[config.mk]
export PLATFORM = sky130hd
export DESIGN_NAME = store_write_buffer_flat
export DESIGN_NICKNAME = d
export VERILOG_FILES = /design/src/rtl/store_write_buffer_if.sv /design/src/rtl/store_write_buffer.sv /design/src/flat_wrapper.sv
export SDC_FILE = /design/constraint.sdc
export NUM_CORES = 1
export LEC_CHECK = 0
export ABC_AREA = 0
export CAP_MARGIN = 15
export CELL_PAD_IN_SITES_DETAIL_PLACEMENT = 1
export CELL_PAD_IN_SITES_GLOBAL_PLACEMENT = 2
export CORE_UTILIZATION = 43
export CTS_CLUSTER_DIAMETER = 40
export CTS_CLUSTER_SIZE = 8
export DETAILED_ROUTE_END_ITERATION = 8
export PLACE_DENSITY = 0.9
export REMOVE_ABC_BUFFERS = 1
export SETUP_SLACK_MARGIN = 0.5
export SLEW_MARGIN = 0
export SYNTH_ARGS = -nofsm -noshare
export SYNTH_HDL_FRONTEND = slang
export SYNTH_SLANG_ARGS = --single-unit
[constraint.sdc]
create_clock -name clk -period 14.2 [get_ports clk]
set_input_delay 1.42 -clock clk [delete_from_list [all_inputs] [get_ports clk]]
set_output_delay 1.42 -clock clk [all_outputs]
set_load 0.005 [all_outputs]
[src/rtl/store_write_buffer_if.sv]
// Store-path bus bundle for store_write_buffer.
// slave  : the buffer side (takes store requests, drives the memory write port).
// master : the pipeline/memory side.
// Signals: store_valid/type/addr/data, store_accept, full, empty, count,
//          store_error, mem_wr_valid/addr/data/mask, mem_wr_ready.
// Optional (STORE_FWD_EN): fwd_addr, fwd_hit, fwd_data, fwd_mask.
interface store_write_buffer_if #(
  parameter int unsigned DEPTH = 4
);
  localparam int unsigned CW = $clog2(DEPTH) + 1;

  logic          store_valid;
  logic [2:0]    store_type;
  logic [31:0]   store_addr;
  logic [31:0]   store_data;
  logic          store_accept;
  logic          full;
  logic          empty;
  logic [CW-1:0] count;
  logic          store_error;
  logic          mem_wr_valid;
  logic [31:0]   mem_wr_addr;
  logic [31:0]   mem_wr_data;
  logic [3:0]    mem_wr_mask;
  logic          mem_wr_ready;
`ifdef STORE_FWD_EN
  logic [31:0]   fwd_addr;
  logic          fwd_hit;
  logic [31:0]   fwd_data;
  logic [3:0]    fwd_mask;
`endif

  modport slave (
    input  store_valid, store_type, store_addr, store_data, mem_wr_ready,
    output store_accept, full, empty, count, store_error,
    output mem_wr_valid, mem_wr_addr, mem_wr_data, mem_wr_mask
`ifdef STORE_FWD_EN
    , input fwd_addr
    , output fwd_hit, fwd_data, fwd_mask
`endif
  );

  modport master (
    output store_valid, store_type, store_addr, store_data, mem_wr_ready,
    input  store_accept, full, empty, count, store_error,
    input  mem_wr_valid, mem_wr_addr, mem_wr_data, mem_wr_mask
`ifdef STORE_FWD_EN
    , output fwd_addr
    , input fwd_hit, fwd_data, fwd_mask
`endif
  );
endinterface

[src/rtl/store_write_buffer.sv]
// store_write_buffer: aligns memory-stage stores (sb/sh/sw) into
// {word address, replicated data, byte mask}, queues them in a DEPTH-entry
// FIFO and drains them in program order over a valid/ready write port.
// Ports: clk, rst_n (async active-low), bus (store_write_buffer_if.slave).
// Optional feature macro STORE_FWD_EN: combinational store-to-load byte
// forwarding from buffered entries (fwd_addr in; fwd_hit/fwd_data/fwd_mask out).
module store_write_buffer #(
  parameter int unsigned DEPTH = 4
) (
  input  logic                 clk,
  input  logic                 rst_n,
  store_write_buffer_if.slave  bus
);
  localparam int unsigned AW = $clog2(DEPTH);
  localparam int unsigned CW = AW + 1;

  typedef struct packed {
    logic [29:0] waddr;
    logic [31:0] data;
    logic [3:0]  mask;
  } entry_t;

  entry_t        entries [DEPTH];
  logic [AW-1:0] head_q;
  logic [AW-1:0] tail_q;
  logic [CW-1:0] count_q;
  logic [CW-1:0] count_next;
  logic          full_q;
  logic          empty_q;
  logic          error_q;

  logic          legal;
  logic          misaligned;
  logic [3:0]    al_mask;
  logic [31:0]   al_data;
  logic          store_ok;
  logic          enq;
  logic          deq;
  entry_t        head_entry;

  // Store alignment and legality check.
  always_comb begin
    legal      = 1'b1;
    misaligned = 1'b0;
    al_mask    = 4'b0000;
    al_data    = 32'h0;
    unique case (bus.store_type)
      3'b000: begin
        al_mask = 4'b0001 << bus.store_addr[1:0];
        al_data = {4{bus.store_data[7:0]}};
      end
      3'b001: begin
        misaligned = bus.store_addr[0];
        al_mask    = 4'b0011 << bus.store_addr[1:0];
        al_data    = {2{bus.store_data[15:0]}};
      end
      3'b010: begin
        misaligned = |bus.store_addr[1:0];
        al_mask    = 4'b1111;
        al_data    = bus.store_data;
      end
      default: legal = 1'b0;
    endcase
  end

  assign store_ok   = legal & ~misaligned;
  // Full blocks acceptance for the whole cycle, even if the head drains now.
  assign enq        = bus.store_valid & ~full_q & store_ok;
  assign deq        = ~empty_q & bus.mem_wr_ready;
  assign count_next = count_q + CW'(enq) - CW'(deq);

  // Pointers, occupancy flags and error pulse.
  always_ff @(posedge clk or negedge rst_n) begin
    if (!rst_n) begin
      head_q  <= '0;
      tail_q  <= '0;
      count_q <= '0;
      full_q  <= 1'b0;
      empty_q <= 1'b1;
      error_q <= 1'b0;
    end else begin
      head_q  <= head_q + AW'(deq);
      tail_q  <= tail_q + AW'(enq);
      count_q <= count_next;
      full_q  <= (count_next == CW'(DEPTH));
      empty_q <= (count_next == '0);
      error_q <= bus.store_valid & ~store_ok;
    end
  end

  // Entry storage; validity is implied by head/count, so no reset needed.
  always_ff @(posedge clk) begin
    if (enq) begin
      entries[tail_q] <= {bus.store_addr[31:2], al_data, al_mask};
    end
  end

  assign head_entry       = entries[head_q];

  assign bus.store_accept = enq;
  assign bus.full         = full_q;
  assign bus.empty        = empty_q;
  assign bus.count        = count_q;
  assign bus.store_error  = error_q;
  assign bus.mem_wr_valid = ~empty_q;
  assign bus.mem_wr_addr  = empty_q ? 32'h0 : {head_entry.waddr, 2'b00};
  assign bus.mem_wr_data  = empty_q ? 32'h0 : head_entry.data;
  assign bus.mem_wr_mask  = empty_q ? 4'h0  : head_entry.mask;

`ifdef STORE_FWD_EN
  logic [AW-1:0] fwd_idx;
  logic [31:0]   fwd_data_c;
  logic [3:0]    fwd_mask_c;

  // Walk oldest to youngest so the youngest matching store owns each lane.
  always_comb begin
    fwd_idx    = '0;
    fwd_data_c = 32'h0;
    fwd_mask_c = 4'h0;
    for (int k = 0; k < DEPTH; k++) begin
      fwd_idx = head_q + AW'(k);
      if ((CW'(k) < count_q) && (entries[fwd_idx].waddr == bus.fwd_addr[31:2])) begin
        for (int lane = 0; lane < 4; lane++) begin
          if (entries[fwd_idx].mask[lane]) begin
            fwd_data_c[8*lane +: 8] = entries[fwd_idx].data[8*lane +: 8];
            fwd_mask_c[lane]        = 1'b1;
          end
        end
      end
    end
  end

  assign bus.fwd_data = fwd_data_c;
  assign bus.fwd_mask = fwd_mask_c;
  assign bus.fwd_hit  = |fwd_mask_c;
`endif

endmodule

[src/flat_wrapper.sv]
// flat-port wrapper written by rule: the top's interface ports become plain ports
module store_write_buffer_flat 
#(
  parameter int unsigned DEPTH = 4
)
  (clk, rst_n, bus_store_valid, bus_store_type, bus_store_addr, bus_store_data, bus_mem_wr_ready, bus_store_accept, bus_full, bus_empty, bus_count, bus_store_error, bus_mem_wr_valid, bus_mem_wr_addr, bus_mem_wr_data, bus_mem_wr_mask);
  store_write_buffer_if #(.DEPTH(DEPTH)) bus_i ();
  input  logic clk;
  input  logic rst_n;
  input wire logic [$bits(bus_i.store_valid)-1:0] bus_store_valid;
  input wire logic [$bits(bus_i.store_type)-1:0] bus_store_type;
  input wire logic [$bits(bus_i.store_addr)-1:0] bus_store_addr;
  input wire logic [$bits(bus_i.store_data)-1:0] bus_store_data;
  input wire logic [$bits(bus_i.mem_wr_ready)-1:0] bus_mem_wr_ready;
  output wire logic [$bits(bus_i.store_accept)-1:0] bus_store_accept;
  output wire logic [$bits(bus_i.full)-1:0] bus_full;
  output wire logic [$bits(bus_i.empty)-1:0] bus_empty;
  output wire logic [$bits(bus_i.count)-1:0] bus_count;
  output wire logic [$bits(bus_i.store_error)-1:0] bus_store_error;
  output wire logic [$bits(bus_i.mem_wr_valid)-1:0] bus_mem_wr_valid;
  output wire logic [$bits(bus_i.mem_wr_addr)-1:0] bus_mem_wr_addr;
  output wire logic [$bits(bus_i.mem_wr_data)-1:0] bus_mem_wr_data;
  output wire logic [$bits(bus_i.mem_wr_mask)-1:0] bus_mem_wr_mask;
  assign bus_i.store_valid = bus_store_valid;
  assign bus_i.store_type = bus_store_type;
  assign bus_i.store_addr = bus_store_addr;
  assign bus_i.store_data = bus_store_data;
  assign bus_i.mem_wr_ready = bus_mem_wr_ready;
  assign bus_store_accept = bus_i.store_accept;
  assign bus_full = bus_i.full;
  assign bus_empty = bus_i.empty;
  assign bus_count = bus_i.count;
  assign bus_store_error = bus_i.store_error;
  assign bus_mem_wr_valid = bus_i.mem_wr_valid;
  assign bus_mem_wr_addr = bus_i.mem_wr_addr;
  assign bus_mem_wr_data = bus_i.mem_wr_data;
  assign bus_mem_wr_mask = bus_i.mem_wr_mask;
  store_write_buffer #(.DEPTH(DEPTH)) u_core (.clk(clk), .rst_n(rst_n), .bus(bus_i));
endmodule
==> reports/results.ini <==
[floorplan]
io_pins=147
die_h_um=162
core_area_mm2=0.0252
dieArea_mm2=0.0263
rows=58
die_width_um=162
initial_core_util=0.439

[power]
p_int_mw=1.94
peakVddDrop_uv=107
p_sw_frac=0.276
p_leak_nw=4.92
p_per_area_mw_per_mm2=192
power_frac_comb=0.306
switchingPower_mw=0.738
clkPwrFrac=0.329
total_power_mw=2.68
power.share.sequential=0.366

[global_route]
gr-total-overflow=0
grt_antenna_before_repair=0
grt_pass1_wl_um=39000
groute.layer.met3.usage=0.0411
grt_max_degree=67
globalRouteMet2Util=0.345
grtUsageTotal=0.197
busiest_layer=met2
first_global_vias=7055
met1_usage=0.239

[yosys]
synth_edf_count=264
ys.flop_type=edfxtp_1
async_flop_share=0.0365
ys_ff_latch=274
synthesis.area_mm2=0.0111
syn_avg_cell_area_um2=17.3
yosysWarnings=0
netlist_instances=639
synth_cell_types=37
synth-seq-area-share=0.740

[timing]
drv_slew=0
setup_tns_ns=0
setup_slack_ns=9.36
finalHoldViolations=0
period_share=0.341
setup_violations=0
clock_skew_ns=0.0158
max_slew_margin=0.265
maxClockFrequency_ghz=0.207
rsz0062_at_grt=false
worst_pin_slew_ns=1.10
period_minus_slack_ns=4.84

[clock_network]
cts_resized=0
cts_tree=built
post_cts_buffers=0
clk-insertion-delay-late_ns=0.51
numCtsBuffers=42
cts-hold-fix-buffers=0
clk_pin_slew_ns=0.04
root_buffer=clkbuf_16
cts_sinks=274
htree_levels=2
cts_max_path_buffers=3

[setup_path]
path_cells=clkdlybuf4s50_1 > buf_4 > nor3b_1 > o31ai_4 > inv_1 > clkdlybuf4s50_1
startpoint=bus_store_type[2]
timing.critical_path.mode_cell=clkdlybuf4s50_1
cp_max_fo=29
r2r_start=u_core.bus.full
crit_required_ns=12.78
setup.worst_path.start_class=input port
end_kind=output port
max_stage_delay_ns=0.51
worstPathArrival_ns=3.42
slowest_stage=clkdlybuf4s50_1
critPathKind=input port to output port

[final_layout]
stdcell_count=1145
mostFrequentLayoutCells=edfxtp_1, clkdlybuf4s50_1, mux2i_1, o22ai_1, clkbuf_16
layout.nets=873
layout-drive-gt1-share=0.0994
postLayoutCoreUtil=0.554
antenna_cells=0
final_common_cell=edfxtp_1
area_growth_pct=26.2

[route]
dr.pass1.iters=5
antenna_left=0
drcViolationCount=0
drt_iter0_drc=347
wl_per_cell_um=22.0
dr_total_vias=6273
via_per_inst=5.48
drt-total-wl_um=25200

[placement]
finalWeightedCongestion=0.734
numPortBuffers=144
dpl.hpwl_um=14700
dp_slack_ns=9.38
dp_cells=1083

[min_path]
hold_start=u_core.head_q[1]
hp-class=flip-flop to flip-flop

[status]
status=completed

[job]
cap_viol_max_count=0

==> kinds of logic (layout without fill, tap and decap cells) <==
family / after synthesis / in the layout / share of synthesized area
AOI/OAI and AO/OA: 104 / 104 / 0.0657
xor gates and xnor gates: 5 / 5 / 0.00566
muxes: 134 / 134 / 0.121
other: 1 / 2 / 0.000339
adders and majority gates: 5 / 5 / 0.00634
and+or+nand+nor: 69 / 69 / 0.0358
DFF: 274 / 274 / 0.740
buffers and inverters: 47 / 222 / 0.0249
==> state kept, by name (all words and copies together), names as in the netlist <==
signal	count
u_core.entries	264
u_core.bus.count	3
u_core.head_q	2
u_core.tail_q	2
u_core.bus.empty	1
u_core.bus.full	1
u_core.bus.store_error	1
==> path summary, 6_finish.rpt <==
path | slack, ns | cells after the start | end
max | 9.36 | 6 | bus_store_accept
min reg2reg | 0.53 | 1 | u_core.head_q[1]
min in group asynchronous | 1.22 | 1 | u_core.bus.store_error
min | 0.53 | 1 | u_core.head_q[1]
max reg2reg | 11.44 | 9 | u_core.bus.full
max in group asynchronous | 12.63 | 1 | u_core.head_q[0]
==> critical path, delay by kind of cell <==
kind | cells | cell delay (ns)
buf+inv | 4 | 1.30
simple gates | 1 | 0.50
compound gates | 1 | 0.20
==> power by group through the flow <==
stage	combinational (mW)	clock, mW	sequential (mW)
after detailed placement	0.825	0	0.993
final	0.817	0.880	0.979
after CTS	0.829	0.901	0.979
after global placement	0.803	0	0.988
after floorplan	0.418	0	1.05
after global routing	0.880	0.930	0.982
==> metal layers <==
metal  part of all wire  up-vias
met5                  0        -
met4              0.024        0
met3              0.052       51
met2               0.51      200
met1               0.42     3175
li1                   -     2847
==> cell type report <==
class,count,area [um2]
fill,2322,11200
multi-input combinational,319,2620
tap,330,413
sequential,274,8180
inverter,5,18.8
clock inverter,5,53.8
timing repair buffer,155,1510
clock buffer,57,1140
==> cell usage after synthesis (8+ instances only) <==
cell type	n	area [um2]
dfrtp_1	9	225
mux2i_1	134	1340
a211oi_1	11	82.6
o22ai_1	66	413
a21oi_1	8	40.0
edfxtp_1	264	7930
nand2b_1	10	62.6
nor2_1	20	75.1
buf_4	14	105
buf_2	19	95.1
and2_1	8	50.1
nor2b_1	15	93.8
==> per-stage QoR <==
| step | instance area, um2 | hold WS, ns |
|---|---|---|
| 2_1_floorplan | 10800 | 0.453 |
| 4_1_cts | 13900 | 0.527 |
| 3_5_place_dp | 12800 | 0.519 |
| 3_3_place_gp | 12800 | 0.491 |
| 6_report | 13900 | 0.527 |
| 5_1_grt | 13900 | 0.546 |
No activity file was read; power rests on OpenSTA's default activity.
